===== config.mk =====
export PLATFORM = sky130hd
export DESIGN_NAME = logical_arbiter
export DESIGN_NICKNAME = d
export VERILOG_FILES = /design/src/rtl/logical_arbiter.sv
export SDC_FILE = /design/constraint.sdc
export NUM_CORES = 1
export LEC_CHECK = 0
export BUFFER_PORTS_ARGS = -buffer_cell sky130_fd_sc_hd__buf_4
export CAP_MARGIN = 20
export CORE_MARGIN = 2
export CORE_UTILIZATION = 49
export CTS_CLUSTER_DIAMETER = 120
export DETAILED_ROUTE_END_ITERATION = 8
export PLACE_DENSITY_LB_ADDON = 0.05
export RECOVER_POWER = 100
export SYNTH_ARGS = -nofsm -noshare
export SYNTH_HDL_FRONTEND = slang
export SYNTH_SLANG_ARGS = --single-unit

===== constraint.sdc =====
create_clock -name clk -period 2.49 [get_ports clk]
set_input_delay 0.249 -clock clk [delete_from_list [all_inputs] [get_ports clk]]
set_output_delay 0.249 -clock clk [all_outputs]
set_load 0.05 [all_outputs]

===== src/rtl/logical_arbiter.sv =====
// logical_arbiter: round-robin sharing of one XOR/OR/AND unit between two requesters with a registered, ID-tagged response
module logical_arbiter #(
  parameter int XLEN = 32
) (
  input  logic            clk,
  input  logic            rst_n,
  input  logic            req0_valid,
  output logic            req0_ready,
  input  logic [XLEN-1:0] req0_x,
  input  logic [XLEN-1:0] req0_y,
  input  logic [2:0]      req0_funct3,
  input  logic            req1_valid,
  output logic            req1_ready,
  input  logic [XLEN-1:0] req1_x,
  input  logic [XLEN-1:0] req1_y,
  input  logic [2:0]      req1_funct3,
  output logic            rsp_valid,
  input  logic            rsp_ready,
  output logic            rsp_id,
  output logic [XLEN-1:0] rsp_data,
  output logic            rsp_err
);
  localparam logic EMPTY = 1'b0;
  localparam logic FULL = 1'b1;
  localparam logic [2:0] F_XOR = 3'b100;
  localparam logic [2:0] F_OR = 3'b110;
  localparam logic [2:0] F_AND = 3'b111;
  logic state_q, state_d;
  logic last_grant_q, last_grant_d;
  logic rsp_id_q, rsp_id_d;
  logic rsp_err_q, rsp_err_d;
  logic [XLEN-1:0] rsp_data_q, rsp_data_d;
  logic can_accept, gnt0, gnt1, grant;
  logic [XLEN-1:0] op_x, op_y, op_res;
  logic [2:0] op_f;
  logic op_err;
  // grant only when the response stage is empty or being drained; on contention favour the requester not served last
  always_comb begin
    can_accept = state_q == EMPTY || rsp_ready;
    gnt0 = can_accept && req0_valid && (!req1_valid || last_grant_q);
    gnt1 = can_accept && req1_valid && (!req0_valid || !last_grant_q);
    grant = gnt0 || gnt1;
  end
  assign req0_ready = gnt0;
  assign req1_ready = gnt1;
  // shared logical unit fed by the granted requester; illegal funct3 yields zero with an error flag
  always_comb begin
    op_x = gnt1 ? req1_x : req0_x;
    op_y = gnt1 ? req1_y : req0_y;
    op_f = gnt1 ? req1_funct3 : req0_funct3;
    op_err = op_f != F_XOR && op_f != F_OR && op_f != F_AND;
    op_res = op_f == F_XOR ? op_x ^ op_y :
             op_f == F_OR  ? op_x | op_y :
             op_f == F_AND ? op_x & op_y : '0;
  end
  // response stage fills on grant, empties on drain without refill, otherwise holds
  always_comb begin
    state_d = grant ? FULL : (rsp_ready ? EMPTY : state_q);
    last_grant_d = grant ? gnt1 : last_grant_q;
    rsp_id_d = grant ? gnt1 : rsp_id_q;
    rsp_data_d = grant ? op_res : rsp_data_q;
    rsp_err_d = grant ? op_err : rsp_err_q;
  end
  // state registers; reset discards any pending response and restores req0 priority
  always_ff @(posedge clk or negedge rst_n) begin
    if (!rst_n) begin
      state_q <= EMPTY;
      last_grant_q <= 1'b1;
      rsp_id_q <= 1'b0;
      rsp_data_q <= '0;
      rsp_err_q <= 1'b0;
    end else begin
      state_q <= state_d;
      last_grant_q <= last_grant_d;
      rsp_id_q <= rsp_id_d;
      rsp_data_q <= rsp_data_d;
      rsp_err_q <= rsp_err_d;
    end
  end
  assign rsp_valid = state_q == FULL;
  assign rsp_id = rsp_id_q;
  assign rsp_data = rsp_data_q;
  assign rsp_err = rsp_err_q;
endmodule


==> run_summary.xml, run 1 <==
<?xml version="1.0" encoding="UTF-8"?>
<metrics>
  <group name="final_layout">
    <metric name="final_non_filler_cell_area" unit="sq mm">0.00543</metric>
    <metric name="insertedDiodeCount" unit="">0</metric>
    <metric name="area.growth.synth_to_final" unit="%">33.5</metric>
    <metric name="finalNonFillerCells" unit="">873</metric>
    <metric name="fin_util" unit="">0.668</metric>
    <metric name="final_layout_size_suffix_gt1_frac" unit="">0.211</metric>
    <metric name="final_net_count" unit="">970</metric>
  </group>
  <group name="sta">
    <metric name="final.min_clock_period" unit="ns">2.34</metric>
    <metric name="final.setup.tns" unit="ns">0</metric>
    <metric name="slew-limit-headroom" unit="">-0.0766</metric>
    <metric name="hold_viol_final" unit="">0</metric>
    <metric name="period_share" unit="">0.938</metric>
    <metric name="grt_setup_unrepaired" unit="">no</metric>
    <metric name="max_freq" unit="GHz">0.428</metric>
    <metric name="skew" unit="ns">0.00425</metric>
    <metric name="final_max_slew_viol_count" unit="">39</metric>
    <metric name="worst_slew_pin_tran" unit="ns">1.61</metric>
    <metric name="final.setup.worst_slack" unit="ns">0.154</metric>
    <metric name="setup_viol" unit="">0</metric>
    <metric name="worst_hold_slack" unit="ns">0.154</metric>
  </group>
  <group name="clock_network">
    <metric name="cts_post_setup_buffers_inserted" unit="">0</metric>
    <metric name="cts.root.buffer_cell" unit="">clkbuf_8</metric>
    <metric name="cts.clk_slew.worst_paths" unit="ns">0.07</metric>
    <metric name="cts_repair_resize_count" unit="">0</metric>
    <metric name="tritoncts" unit="">built</metric>
    <metric name="tritoncts_num_sinks" unit="">36</metric>
    <metric name="clk_path_buf_depth" unit="">2</metric>
    <metric name="cts_htree_levels" unit="">2</metric>
    <metric name="clock_latency" unit="ns">0.29</metric>
    <metric name="cts_hold_repair.buffers" unit="">1</metric>
    <metric name="number_of_buffers_created_by_cts" unit="">5</metric>
  </group>
  <group name="worst_setup_path">
    <metric name="setup.worst_path.end_class" unit="">flip-flop</metric>
    <metric name="setup.worst_path.class" unit="">flip-flop to flip-flop</metric>
    <metric name="crit_path_max_fanout" unit="">70</metric>
    <metric name="worstRegToRegCells" unit="">6</metric>
    <metric name="worstPathBufferInverterCount" unit="">1</metric>
    <metric name="cp_launch_type" unit="">flip-flop</metric>
    <metric name="cp_top_family" unit="">multiplexers</metric>
    <metric name="worstPathArrival" unit="ns">2.50</metric>
    <metric name="slowest_stage" unit="">mux2_2</metric>
    <metric name="r2r_slack" unit="ns">0.15</metric>
    <metric name="critical_path.max_stage_delay" unit="ns">0.72</metric>
    <metric name="r2r_end" unit="">rsp_data[15]</metric>
    <metric name="critPathRequiredTime" unit="ns">2.66</metric>
    <metric name="worst_r2r_startpoint" unit="">last_grant_q</metric>
    <metric name="timing.critical_path.cells" unit="">nand2_1 -&gt; nand3_4 -&gt; buf_12 -&gt; mux2_2 -&gt; nor2b_1 -&gt; o31a_1</metric>
  </group>
  <group name="synthesis">
    <metric name="muxShareOfSynthArea" unit="">0.0166</metric>
    <metric name="postSynthCellCount" unit="">611</metric>
    <metric name="synth_seq_cells" unit="">36</metric>
    <metric name="synth_adder_area_share" unit="">0.197</metric>
    <metric name="seq_area_frac_synth" unit="">0.222</metric>
    <metric name="synth.distinct_cells" unit="">25</metric>
    <metric name="postSynthNetCount" unit="">814</metric>
    <metric name="synth_area" unit="sq mm">0.00407</metric>
    <metric name="yosysWarnings" unit="">0</metric>
    <metric name="synth_compound_gate_area_share" unit="">0.159</metric>
    <metric name="dominant_combinational_cell_family_by_area_after_synthesis" unit="">simple AND/OR/NAND/NOR gates</metric>
    <metric name="synthXorXnorAreaFrac" unit="">0</metric>
    <metric name="postSynthAreaPerCell" unit="sq um">6.66</metric>
    <metric name="simple_gate_share_of_the_synthesized_area" unit="">0.301</metric>
  </group>
  <group name="placed_design">
    <metric name="buffer_ports.inserted" unit="">175</metric>
    <metric name="routabilityCongestion" unit="">0.782</metric>
    <metric name="placedInstanceArea" unit="sq mm">0.00547</metric>
    <metric name="post-place-ws" unit="ns">0.185</metric>
    <metric name="place_inst" unit="">864</metric>
    <metric name="post-dp-hpwl" unit="microns">8330</metric>
  </group>
  <group name="detailed_routing">
    <metric name="postRouteAntennaNets" unit="">0</metric>
    <metric name="firstDrtPassIters" unit="">6</metric>
    <metric name="post_drt_wl_per_cell" unit="microns">13.2</metric>
    <metric name="drt-total-wl" unit="microns">11600</metric>
    <metric name="drt_initial_violations" unit="">159</metric>
    <metric name="vias" unit="">4431</metric>
    <metric name="post-route-drc-count" unit="">0</metric>
    <metric name="viasPerCell" unit="">5.08</metric>
  </group>
  <group name="outcome">
    <metric name="failed_checks" unit="">capacitance limit, slew limit</metric>
    <metric name="outcome" unit="">finished with violations</metric>
  </group>
  <group name="floorplanning">
    <metric name="io_pins" unit="">176</metric>
    <metric name="total_die_area" unit="sq mm">0.00905</metric>
    <metric name="fp.dieW" unit="microns">95.2</metric>
    <metric name="placementRows" unit="">33</metric>
    <metric name="placeableCoreArea" unit="sq mm">0.00813</metric>
    <metric name="floorplan.initialDensity" unit="">0.501</metric>
    <metric name="fp.dieH" unit="microns">95.2</metric>
  </group>
  <group name="power">
    <metric name="peakVddDrop" unit="mV">0.299</metric>
    <metric name="power_density_cells" unit="mW/mm^2">527</metric>
    <metric name="pnr_total_power" unit="mW">2.87</metric>
    <metric name="leakagePower" unit="nW">3.05</metric>
  </group>
  <group name="global_routing">
    <metric name="grt_remaining_overflow" unit="">0</metric>
    <metric name="via_count_of_the_first_global_routing_pass" unit="">4225</metric>
    <metric name="grt_overall_usage" unit="">0.252</metric>
    <metric name="grt_pass1_wl" unit="microns">18400</metric>
    <metric name="grt_start_max_net_pins" unit="">71</metric>
    <metric name="initial_antenna_violation_count" unit="">0</metric>
  </group>
  <group name="hold_path">
    <metric name="min_from" unit="">req0_valid</metric>
    <metric name="hold-path-endpoint" unit="">last_grant_q</metric>
    <metric name="hp-class" unit="">primary input to flip-flop</metric>
    <metric name="min_path_cells" unit="">2</metric>
  </group>
  <group name="run">
    <metric name="timing.max_cap.violations" unit="">1</metric>
  </group>
</metrics>
-- cell usage after synthesis --
cell,instances,share of area
o21a_1,1,0.0018
nand3_4,1,0.0043
mux2i_1,3,0.0074
nand2_1,190,0.18
buf_4,1,0.0018
nand3_1,3,0.0037
inv_2,1,0.00092
a21oi_1,66,0.081
nor2_1,64,0.059
mux2_4,1,0.0037
inv_1,67,0.062
dfstp_2,1,0.0065
nand2b_1,2,0.0031
o31a_1,32,0.069
buf_1,7,0.0065
buf_2,9,0.011
o21ai_1,1,0.0012
ha_1,64,0.20
a31oi_1,1,0.0015
o21ai_0,4,0.0049
buf_6,3,0.0083
nor2b_1,36,0.055
clkbuf_1,16,0.015
mux2_2,2,0.0055
dfrtp_1,35,0.22
-- worst max-delay path by stage --
| stage | slack (ns) | endpoint | cells after the start | startpoint |
|---|---|---|---|---|
| global route | 0.007 | rsp_data[15] | 6 | last_grant_q |
| global placement | 0.28 | rsp_data[20] | 6 | last_grant_q |
| CTS | 0.15 | rsp_data[15] | 10 | rsp_valid |
| finish | 0.15 | rsp_data[15] | 6 | last_grant_q |
| detailed placement | 0.18 | rsp_data[15] | 10 | rsp_valid |
| floorplan | 0.26 | rsp_data[2] | 11 | rsp_valid |
-- power by group --
| part | total (mW) | leakage [nW] | internal [mW] | switching [mW] |
|---|---|---|---|---|
| sequential | 0.785 | 0.430 | 0.707 | 0.0783 |
| clock | 0.471 | 0.0515 | 0.253 | 0.218 |
| combinational | 1.61 | 2.57 | 0.548 | 1.06 |
| total | 2.87 | 3.05 | 1.51 | 1.36 |
-- cells by family after synthesis --
logic type      count (synthesis)
simple gates                  296
compound gates                105
buf+inv                       104
fa+ha+maj                      64
flops                          36
mux                             6
-- sequential cells by signal, summed over array words and instances (netlist names) --
| register | flops |
|---|---|
| last_grant_q | 1 |
| rsp_valid | 1 |
| rsp_err | 1 |
| rsp_data | 32 |
| rsp_id | 1 |
-- layout make-up --
class	count	area [sq um]
Fill cell	789	2700
Tap cell	105	131
Multi-Input combinational cell	471	2760
Sequential cell	36	902
Clock buffer	8	100
Timing Repair Buffer	185	1290
Inverter	68	255
-- cell usage in the layout, fill, tap and decap left out --
| cell type | Yosys | routed |
|---|---|---|
| a21oi_1 | 66 | 66 |
| a31oi_1 | 1 | 1 |
| buf_12 | 0 | 3 |
| buf_4 | 1 | 143 |
| clkbuf_1 | 16 | 38 |
| clkbuf_2 | 0 | 1 |
| clkbuf_8 | 0 | 7 |
| dfrtp_1 | 35 | 35 |
| dfstp_2 | 1 | 1 |
| dlygate4sd3_1 | 0 | 1 |
| ha_1 | 64 | 64 |
| inv_1 | 67 | 67 |
| inv_2 | 1 | 1 |
| mux2_2 | 2 | 2 |
| mux2_4 | 1 | 1 |
| mux2i_1 | 3 | 2 |
| mux2i_4 | 0 | 1 |
| nand2_1 | 190 | 190 |
| nand2b_1 | 2 | 2 |
| nand3_1 | 3 | 3 |
| nand3_4 | 1 | 1 |
| nor2_1 | 64 | 64 |
| nor2b_1 | 36 | 36 |
| o21a_1 | 1 | 1 |
| o21ai_0 | 4 | 4 |
| o21ai_2 | 0 | 1 |
| o31a_1 | 32 | 32 |
-- metal layers --
metal,vias up,global-route usage,part of all wire,wire length (microns)
met1,2020,0.294,0.41,4760
met3,14,0.0458,0.073,848
met5,-,0,0,0
li1,2231,-,-,-
met4,0,0.0713,0.011,130
met2,166,0.467,0.50,5820
Note: power is estimated with default switching activity, not from simulation.
==> run 2: changes to the inputs <==
--- a/config.mk
+++ b/config.mk
@@ -5,10 +5,11 @@
 export SDC_FILE = /design/constraint.sdc
 export NUM_CORES = 1
 export LEC_CHECK = 0
+export ABC_AREA = 1
 export BUFFER_PORTS_ARGS = -buffer_cell sky130_fd_sc_hd__buf_4
 export CAP_MARGIN = 20
 export CORE_MARGIN = 2
-export CORE_UTILIZATION = 49
+export CORE_UTILIZATION = 50
 export CTS_CLUSTER_DIAMETER = 120
 export DETAILED_ROUTE_END_ITERATION = 8
 export PLACE_DENSITY_LB_ADDON = 0.05
==> run 2 against run 1 <==
Compared with the run above:
- the run now ends clean
- sequential share of layout area is 0.59 points lower
- flip-flop and latch count did not move
- non-clock buffer count is 1 higher
- highest routed layer unchanged
- critical path type unchanged
- critical path depth up 5
- setup slack better by 0.12 ns
- critical endpoint is now rsp_data[1]
- clock power is 12% higher
==> run_summary.xml, run 2 <==
<?xml version="1.0" encoding="UTF-8"?>
<metrics>
  <group name="power">
    <metric name="share_comb_of_total_power" unit="">0.599</metric>
    <metric name="power_frac_seq" unit="">0.251</metric>
    <metric name="power_density_cells" unit="mW/mm^2">626</metric>
    <metric name="netSwitchingPower" unit="mW">1.86</metric>
    <metric name="clkPwrFrac" unit="">0.150</metric>
    <metric name="peakVddDrop" unit="mV">0.386</metric>
    <metric name="leakagePower" unit="nW">3.59</metric>
    <metric name="power_switching_share" unit="">0.527</metric>
    <metric name="internal_power" unit="mW">1.67</metric>
  </group>
  <group name="worst_setup_path">
    <metric name="crit_path_max_fanout" unit="">44</metric>
    <metric name="slowest_stage" unit="">dfstp_2</metric>
    <metric name="cp_top_family" unit="">simple AND/OR/NAND/NOR gates</metric>
    <metric name="setup.worst_path.end_class" unit="">flip-flop</metric>
    <metric name="critical_path.max_stage_delay" unit="ns">0.55</metric>
    <metric name="cp_common_cell" unit="">nand2_1</metric>
    <metric name="setup.worst_path.class" unit="">flip-flop to flip-flop</metric>
    <metric name="critPathRequiredTime" unit="ns">2.68</metric>
    <metric name="worstPathBufferInverterCount" unit="">2</metric>
    <metric name="worstPathArrival" unit="ns">2.41</metric>
    <metric name="cp_launch_type" unit="">flip-flop</metric>
    <metric name="timing.critical_path.cells" unit="">nand2_2 -&gt; nand3_4 -&gt; buf_6 -&gt; nand2_1 -&gt; nand2_1 -&gt; nand3_2 -&gt; buf_4 -&gt; nor2_1 -&gt; nor2_1 -&gt; nand2_1 -&gt; nand2_1</metric>
  </group>
  <group name="detailed_routing">
    <metric name="viasPerCell" unit="">4.75</metric>
    <metric name="vias" unit="">4679</metric>
    <metric name="post_drt_wl_per_cell" unit="microns">11.5</metric>
    <metric name="drt_initial_violations" unit="">137</metric>
    <metric name="firstDrtPassIters" unit="">4</metric>
    <metric name="post-route-drc-count" unit="">0</metric>
    <metric name="drt-total-wl" unit="microns">11300</metric>
    <metric name="postRouteAntennaNets" unit="">0</metric>
  </group>
  <group name="outcome">
    <metric name="outcome" unit="">complete, no violations</metric>
  </group>
  <group name="floorplanning">
    <metric name="fp.dieW" unit="microns">96.4</metric>
    <metric name="io_pins" unit="">176</metric>
    <metric name="floorplan.initialDensity" unit="">0.517</metric>
    <metric name="total_die_area" unit="sq mm">0.00930</metric>
    <metric name="placementRows" unit="">33</metric>
    <metric name="placeableCoreArea" unit="sq mm">0.00826</metric>
    <metric name="fp.dieH" unit="microns">96.4</metric>
  </group>
  <group name="synthesis">
    <metric name="yosysWarnings" unit="">0</metric>
    <metric name="synth_top_cells_by_area" unit="">nand2_1 (21%), dfrtp_1 (21%), ha_1 (19%)</metric>
    <metric name="synthTopCellsByCount" unit="">nand2_1 (239), inv_1 (166), o21ai_0 (99)</metric>
    <metric name="yosysMostFrequentCell" unit="">nand2_1</metric>
    <metric name="postSynthAreaPerCell" unit="sq um">5.93</metric>
    <metric name="share_of_synthesized_registers_carrying_an_async_set_or_reset" unit="">1.00</metric>
    <metric name="seq_area_frac_synth" unit="">0.211</metric>
    <metric name="synth_seq_cells" unit="">36</metric>
    <metric name="postSynthNetCount" unit="">923</metric>
    <metric name="postSynthCellCount" unit="">720</metric>
    <metric name="yosysTopAreaCellShare" unit="">0.210</metric>
    <metric name="synth_edf_count" unit="">0</metric>
    <metric name="synth_area" unit="sq mm">0.00427</metric>
    <metric name="synth.distinct_cells" unit="">20</metric>
    <metric name="ys.flop_type" unit="">dfrtp_1</metric>
    <metric name="synthDominantAreaCellType" unit="">nand2_1</metric>
  </group>
  <group name="sta">
    <metric name="final_max_slew_viol_count" unit="">0</metric>
    <metric name="skew" unit="ns">0.00795</metric>
    <metric name="setup_viol" unit="">0</metric>
    <metric name="period_share" unit="">0.891</metric>
    <metric name="final.min_clock_period" unit="ns">2.22</metric>
    <metric name="hold_viol_final" unit="">0</metric>
    <metric name="final.setup.tns" unit="ns">0</metric>
    <metric name="worst_hold_slack" unit="ns">0.263</metric>
    <metric name="slew-limit-headroom" unit="">0.354</metric>
    <metric name="max_freq" unit="GHz">0.451</metric>
    <metric name="worst_slew_pin_tran" unit="ns">0.970</metric>
    <metric name="grt_setup_unrepaired" unit="">no</metric>
    <metric name="final.setup.worst_slack" unit="ns">0.271</metric>
  </group>
  <group name="final_layout">
    <metric name="number_of_filler_instances_in_the_final_layout" unit="">792</metric>
    <metric name="layout.cells.most_common" unit="">nand2_1</metric>
    <metric name="layout.cells.most_common_list" unit="">nand2_1 (239), inv_1 (166), buf_4 (145)</metric>
    <metric name="largest_reg_flops" unit="">32</metric>
    <metric name="final_net_count" unit="">1082</metric>
    <metric name="final_layout_size_suffix_gt1_frac" unit="">0.192</metric>
    <metric name="area.growth.synth_to_final" unit="%">31.9</metric>
    <metric name="multi_input_comb_area" unit="sq mm">0.00257</metric>
    <metric name="insertedDiodeCount" unit="">0</metric>
    <metric name="seqCellArea" unit="sq um">902</metric>
  </group>
  <group name="global_routing">
    <metric name="via_count_of_the_first_global_routing_pass" unit="">4211</metric>
    <metric name="initial_antenna_violation_count" unit="">0</metric>
    <metric name="grt_pass1_wl" unit="microns">17600</metric>
    <metric name="grt_start_max_net_pins" unit="">70</metric>
    <metric name="grt_remaining_overflow" unit="">0</metric>
    <metric name="grt_overall_usage" unit="">0.238</metric>
  </group>
  <group name="placed_design">
    <metric name="post-place-ws" unit="ns">0.190</metric>
    <metric name="buffer_ports.inserted" unit="">175</metric>
    <metric name="post-dp-hpwl" unit="microns">8690</metric>
    <metric name="routabilityCongestion" unit="">0.807</metric>
  </group>
  <group name="clock_network">
    <metric name="tritoncts_num_sinks" unit="">36</metric>
    <metric name="clock_latency" unit="ns">0.30</metric>
    <metric name="cts.root.buffer_cell" unit="">clkbuf_8</metric>
    <metric name="cts_htree_levels" unit="">2</metric>
    <metric name="cts_post_setup_buffers_inserted" unit="">0</metric>
    <metric name="cts.clk_slew.worst_paths" unit="ns">0.08</metric>
    <metric name="clk_path_buf_depth" unit="">2</metric>
    <metric name="tritoncts" unit="">built</metric>
    <metric name="number_of_buffers_created_by_cts" unit="">5</metric>
  </group>
  <group name="run">
    <metric name="timing.max_cap.violations" unit="">0</metric>
  </group>
  <group name="hold_path">
    <metric name="hp-class" unit="">primary input to flip-flop</metric>
  </group>
</metrics>
==> run 2: cell count changes in the layout (fill, tap and decap cells not counted), sizes merged, moves of 3 or more <==
cell,previous run,this run
nand4,0,6
mux2i,3,0
nor2b,36,0
clkbuf,46,43
o21ai,5,99
nor2,64,67
mux2,3,0
o31a,32,0
nand2,190,242
inv,68,167
a21oi,66,1
==> run 2: final cells by class <==
type | count | area share
multi-input cells | 483 | 0.456
inverters | 167 | 0.111
well taps | 105 | 0.0233
flip-flops and latches | 36 | 0.160
repair buffers | 186 | 0.230
clock inverters | 2 | 0.00622
clock buffers | 6 | 0.0129
==> run 2: metrics by stage <==
stage	utilization	power, mW	cell area [sq um]	std cells
2_1_floorplan	-	2.42	4270	720
3_3_place_gp	0.681	3.09	5630	975
3_5_place_dp	0.685	3.18	5650	976
4_1_cts	0.699	3.72	5770	985
5_1_grt	0.682	3.80	5640	985
6_report	0.682	3.53	5640	985
==> run 2: timing repair <==
action                                  4_1_cts  5_1_grt
gates resized for setup                       0        1
endpoints found under the hold margin        35        0
endpoints found under the setup margin        0        4
hold buffers                                  1        0
==> run 2: path summary, 6_finish.rpt <==
kind / startpoint / to / slack [ns] / cells after the start
max: last_grant_q / rsp_data[1] / 0.27 / 11
min: rsp_ready / rsp_valid / 0.26 / 4
max reg2reg: last_grant_q / rsp_data[1] / 0.27 / 11
min reg2reg: rsp_id / rsp_id / 0.48 / 2
max in group asynchronous: rst_n / rsp_data[10] / 1.25 / 2
min in group asynchronous: rst_n / rsp_valid / 0.63 / 2
==> run 2: power groups by stage <==
| stage | combinational, mW | clock (mW) | sequential, mW |
|---|---|---|---|
| after global routing | 2.34 | 0.552 | 0.906 |
| final | 2.11 | 0.529 | 0.887 |
| after CTS | 2.29 | 0.534 | 0.892 |
| after detailed placement | 2.28 | 0 | 0.895 |
| after global placement | 2.19 | 0 | 0.896 |
| after floorplan | 0.903 | 0 | 1.52 |
==> run 2: cell families (layout without fill, tap and decap cells) <==
kind of cell	after synthesis	in the layout	synth area share
simple gates	319	319	0.296
buf+inv	201	361	0.188
fa+ha+maj	64	64	0.187
flops	36	36	0.211
compound gates	100	100	0.118
==> run 2: layer usage <==
layer | wire length, microns | track usage
met1 | 4600 | 0.265
met2 | 5810 | 0.454
met4 | 172 | 0.0798
met5 | 0 | 0
met3 | 709 | 0.0396
==> run 2: worst reg2reg max path, cell delays in order (launching register included) <==
cell and delay (ns):
dfstp_2 0.55, nand2_2 0.11, nand3_4 0.26, buf_6 0.31, nand2_1 0.10, nand2_1 0.15, nand3_2 0.09, buf_4 0.23
nor2_1 0.12, nor2_1 0.05, nand2_1 0.09, nand2_1 0.06
==> run 3: changes to the inputs <==
==> constraint.sdc (replaced) <==
create_clock -name clk -period 2.49 [get_ports clk]
set_input_delay 0.1245 -clock clk [delete_from_list [all_inputs] [get_ports clk]]
set_output_delay 0.1245 -clock clk [all_outputs]
set_load 0.05 [all_outputs]
==> run 3 against run 2 <==
Compared with the run above:
- combinational power about the same
- non-clock buffer count unchanged
- sequential power down 0.5%
- clock power about the same
- critical path type unchanged
- largest power group unchanged
==> run_summary.xml, run 3 (synthesis gave the netlist of run 2 again) <==
<?xml version="1.0" encoding="UTF-8"?>
<metrics>
  <group name="clock_network">
    <metric name="cts.root.buffer_cell" unit="">clkbuf_8</metric>
    <metric name="tritoncts" unit="">built</metric>
    <metric name="clock_latency" unit="ns">0.30</metric>
    <metric name="number_of_buffers_created_by_cts" unit="">5</metric>
    <metric name="cts.clk_slew.worst_paths" unit="ns">0.08</metric>
    <metric name="cts_htree_levels" unit="">2</metric>
    <metric name="clk_path_buf_depth" unit="">2</metric>
    <metric name="tritoncts_num_sinks" unit="">36</metric>
  </group>
  <group name="sta">
    <metric name="final.min_clock_period" unit="ns">2.22</metric>
    <metric name="worst_hold_slack" unit="ns">0.128</metric>
    <metric name="skew" unit="ns">0.0109</metric>
    <metric name="period_share" unit="">0.890</metric>
    <metric name="slew-limit-headroom" unit="">0.368</metric>
    <metric name="hold_viol_final" unit="">0</metric>
    <metric name="grt_setup_unrepaired" unit="">no</metric>
    <metric name="worst_slew_pin_tran" unit="ns">0.947</metric>
    <metric name="final_max_slew_viol_count" unit="">0</metric>
    <metric name="setup_viol" unit="">0</metric>
    <metric name="max_freq" unit="GHz">0.451</metric>
    <metric name="final.setup.tns" unit="ns">0</metric>
  </group>
  <group name="global_routing">
    <metric name="grt_overall_usage" unit="">0.237</metric>
    <metric name="grt_start_max_net_pins" unit="">70</metric>
    <metric name="via_count_of_the_first_global_routing_pass" unit="">4138</metric>
    <metric name="grt_pass1_wl" unit="microns">17600</metric>
    <metric name="grt_remaining_overflow" unit="">0</metric>
    <metric name="initial_antenna_violation_count" unit="">0</metric>
  </group>
  <group name="final_layout">
    <metric name="layout.cells.most_common_list" unit="">nand2_1 (239), inv_1 (166), buf_4 (145)</metric>
    <metric name="area.growth.synth_to_final" unit="%">31.6</metric>
    <metric name="final_net_count" unit="">1082</metric>
    <metric name="largest_reg_flops" unit="">32</metric>
    <metric name="layout.cells.most_common" unit="">nand2_1</metric>
    <metric name="final_layout_size_suffix_gt1_frac" unit="">0.191</metric>
    <metric name="insertedDiodeCount" unit="">0</metric>
  </group>
  <group name="worst_setup_path">
    <metric name="crit_path_max_fanout" unit="">33</metric>
    <metric name="cp_common_cell" unit="">nand2_1</metric>
    <metric name="critPathRequiredTime" unit="ns">2.67</metric>
    <metric name="cp_top_family" unit="">simple AND/OR/NAND/NOR gates</metric>
    <metric name="setup.worst_path.end_class" unit="">flip-flop</metric>
    <metric name="slowest_stage" unit="">dfstp_1</metric>
    <metric name="worstPathBufferInverterCount" unit="">2</metric>
    <metric name="worstPathArrival" unit="ns">2.40</metric>
    <metric name="critical_path.max_stage_delay" unit="ns">0.55</metric>
    <metric name="timing.critical_path.cells" unit="">nand2_2 -&gt; nand3_4 -&gt; inv_1 -&gt; nor2_4 -&gt; clkbuf_2 -&gt; nor2_1 -&gt; nand2_1 -&gt; nand2_1</metric>
    <metric name="cp_launch_type" unit="">flip-flop</metric>
    <metric name="setup.worst_path.class" unit="">flip-flop to flip-flop</metric>
  </group>
  <group name="floorplanning">
    <metric name="fp.dieW" unit="microns">96.4</metric>
    <metric name="placeableCoreArea" unit="sq mm">0.00826</metric>
    <metric name="io_pins" unit="">176</metric>
    <metric name="floorplan.initialDensity" unit="">0.517</metric>
    <metric name="fp.dieH" unit="microns">96.4</metric>
    <metric name="total_die_area" unit="sq mm">0.00930</metric>
    <metric name="placementRows" unit="">33</metric>
  </group>
  <group name="hold_path">
    <metric name="hp-class" unit="">primary input to flip-flop</metric>
  </group>
  <group name="power">
    <metric name="power_frac_seq" unit="">0.252</metric>
    <metric name="power_density_cells" unit="mW/mm^2">623</metric>
    <metric name="peakVddDrop" unit="mV">0.390</metric>
    <metric name="leakagePower" unit="nW">3.58</metric>
    <metric name="netSwitchingPower" unit="mW">1.84</metric>
    <metric name="clkPwrFrac" unit="">0.151</metric>
    <metric name="power_switching_share" unit="">0.526</metric>
    <metric name="internal_power" unit="mW">1.66</metric>
    <metric name="share_comb_of_total_power" unit="">0.597</metric>
  </group>
  <group name="detailed_routing">
    <metric name="met3RoutedLength" unit="microns">680</metric>
    <metric name="post_drt_wl_per_cell" unit="microns">11.2</metric>
    <metric name="viasPerCell" unit="">4.72</metric>
    <metric name="met1_wire_length" unit="microns">4580</metric>
    <metric name="dr.max_layer_used" unit="">met4</metric>
    <metric name="vias" unit="">4652</metric>
    <metric name="drt_initial_violations" unit="">96</metric>
    <metric name="drt-total-wl" unit="microns">11000</metric>
    <metric name="firstDrtPassIters" unit="">4</metric>
    <metric name="postRouteAntennaNets" unit="">0</metric>
    <metric name="met2_length" unit="microns">5630</metric>
    <metric name="post-route-drc-count" unit="">0</metric>
  </group>
  <group name="run">
    <metric name="timing.max_cap.violations" unit="">0</metric>
  </group>
  <group name="outcome">
    <metric name="outcome" unit="">complete, no violations</metric>
  </group>
  <group name="placed_design">
    <metric name="buffer_ports.inserted" unit="">175</metric>
    <metric name="post-dp-hpwl" unit="microns">8450</metric>
    <metric name="routabilityCongestion" unit="">0.821</metric>
  </group>
</metrics>
==> run 3: cell counts in the layout (fill, tap and decap cells not counted) <==
Identical to the previous run, type by type.
==> run 3: cell type report <==
class                   instances  area (sq um)
clock buffers                   6          72.6
multi-input cells             483          2570
inverters                     167           627
clock inverters                 2          35.0
fillers                       782          2640
repair buffers                186          1290
flip-flops and latches         36           902
well taps                     105           131
==> run 3: power groups by stage <==
stage | clock, mW | combinational (mW) | sequential [mW]
6_report | 0.530 | 2.09 | 0.883
5_1_grt | 0.558 | 2.34 | 0.903
4_1_cts | 0.536 | 2.27 | 0.889
3_5_place_dp | 0 | 2.26 | 0.893
3_3_place_gp | 0 | 2.19 | 0.896
2_1_floorplan | 0 | 0.903 | 1.52
==> run 3: final timing paths <==
kind	start	cells past startpoint	end	slack [ns]
worst max-delay path	last_grant_q	8	rsp_data[30]	0.27
worst min-delay path	rsp_ready	4	rsp_valid	0.13
worst max register to register	last_grant_q	8	rsp_data[30]	0.27
worst min register to register	rsp_data[8]	2	rsp_data[8]	0.48
max in group asynchronous	rst_n	2	rsp_data[12]	1.39
min in group asynchronous	rst_n	2	rsp_valid	0.51
==> run 3: per-layer routing <==
layer,vias to the layer above,global-route usage
li1,2433,-
met1,2052,0.271
met2,151,0.453
met3,16,0.0411
met4,0,0.0622
met5,-,0
==> run 3: worst register-to-register path, cell delays in order (launching register included) <==
cell and delay (ns):
dfstp_1 0.55, nand2_2 0.12, nand3_4 0.26, inv_1 0.20, nor2_4 0.14, clkbuf_2 0.54, nor2_1 0.13, nand2_1 0.10
nand2_1 0.06
==> run 3: metrics by stage <==
step | instance area [sq um] | setup WS, ns | std cells | utilization | total power [mW]
global placement | 5630 | 0.113 | 975 | 0.681 | 3.09
detailed placement | 5640 | 0.209 | 976 | 0.683 | 3.16
floorplan | 4270 | 0.288 | 720 | - | 2.42
CTS | 5760 | 0.179 | 985 | 0.697 | 3.69
global route | 5620 | 0.0499 | 985 | 0.681 | 3.80
finish | 5620 | 0.273 | 985 | 0.681 | 3.50
==> run 3: what timing repair did <==
item | in CTS | in global routing
endpoints found under the hold margin | 35 | 0
hold buffers | 1 | 0
setup buffers | 0 | 0
resized for setup | 0 | 1
endpoints found under the setup margin | 0 | 6
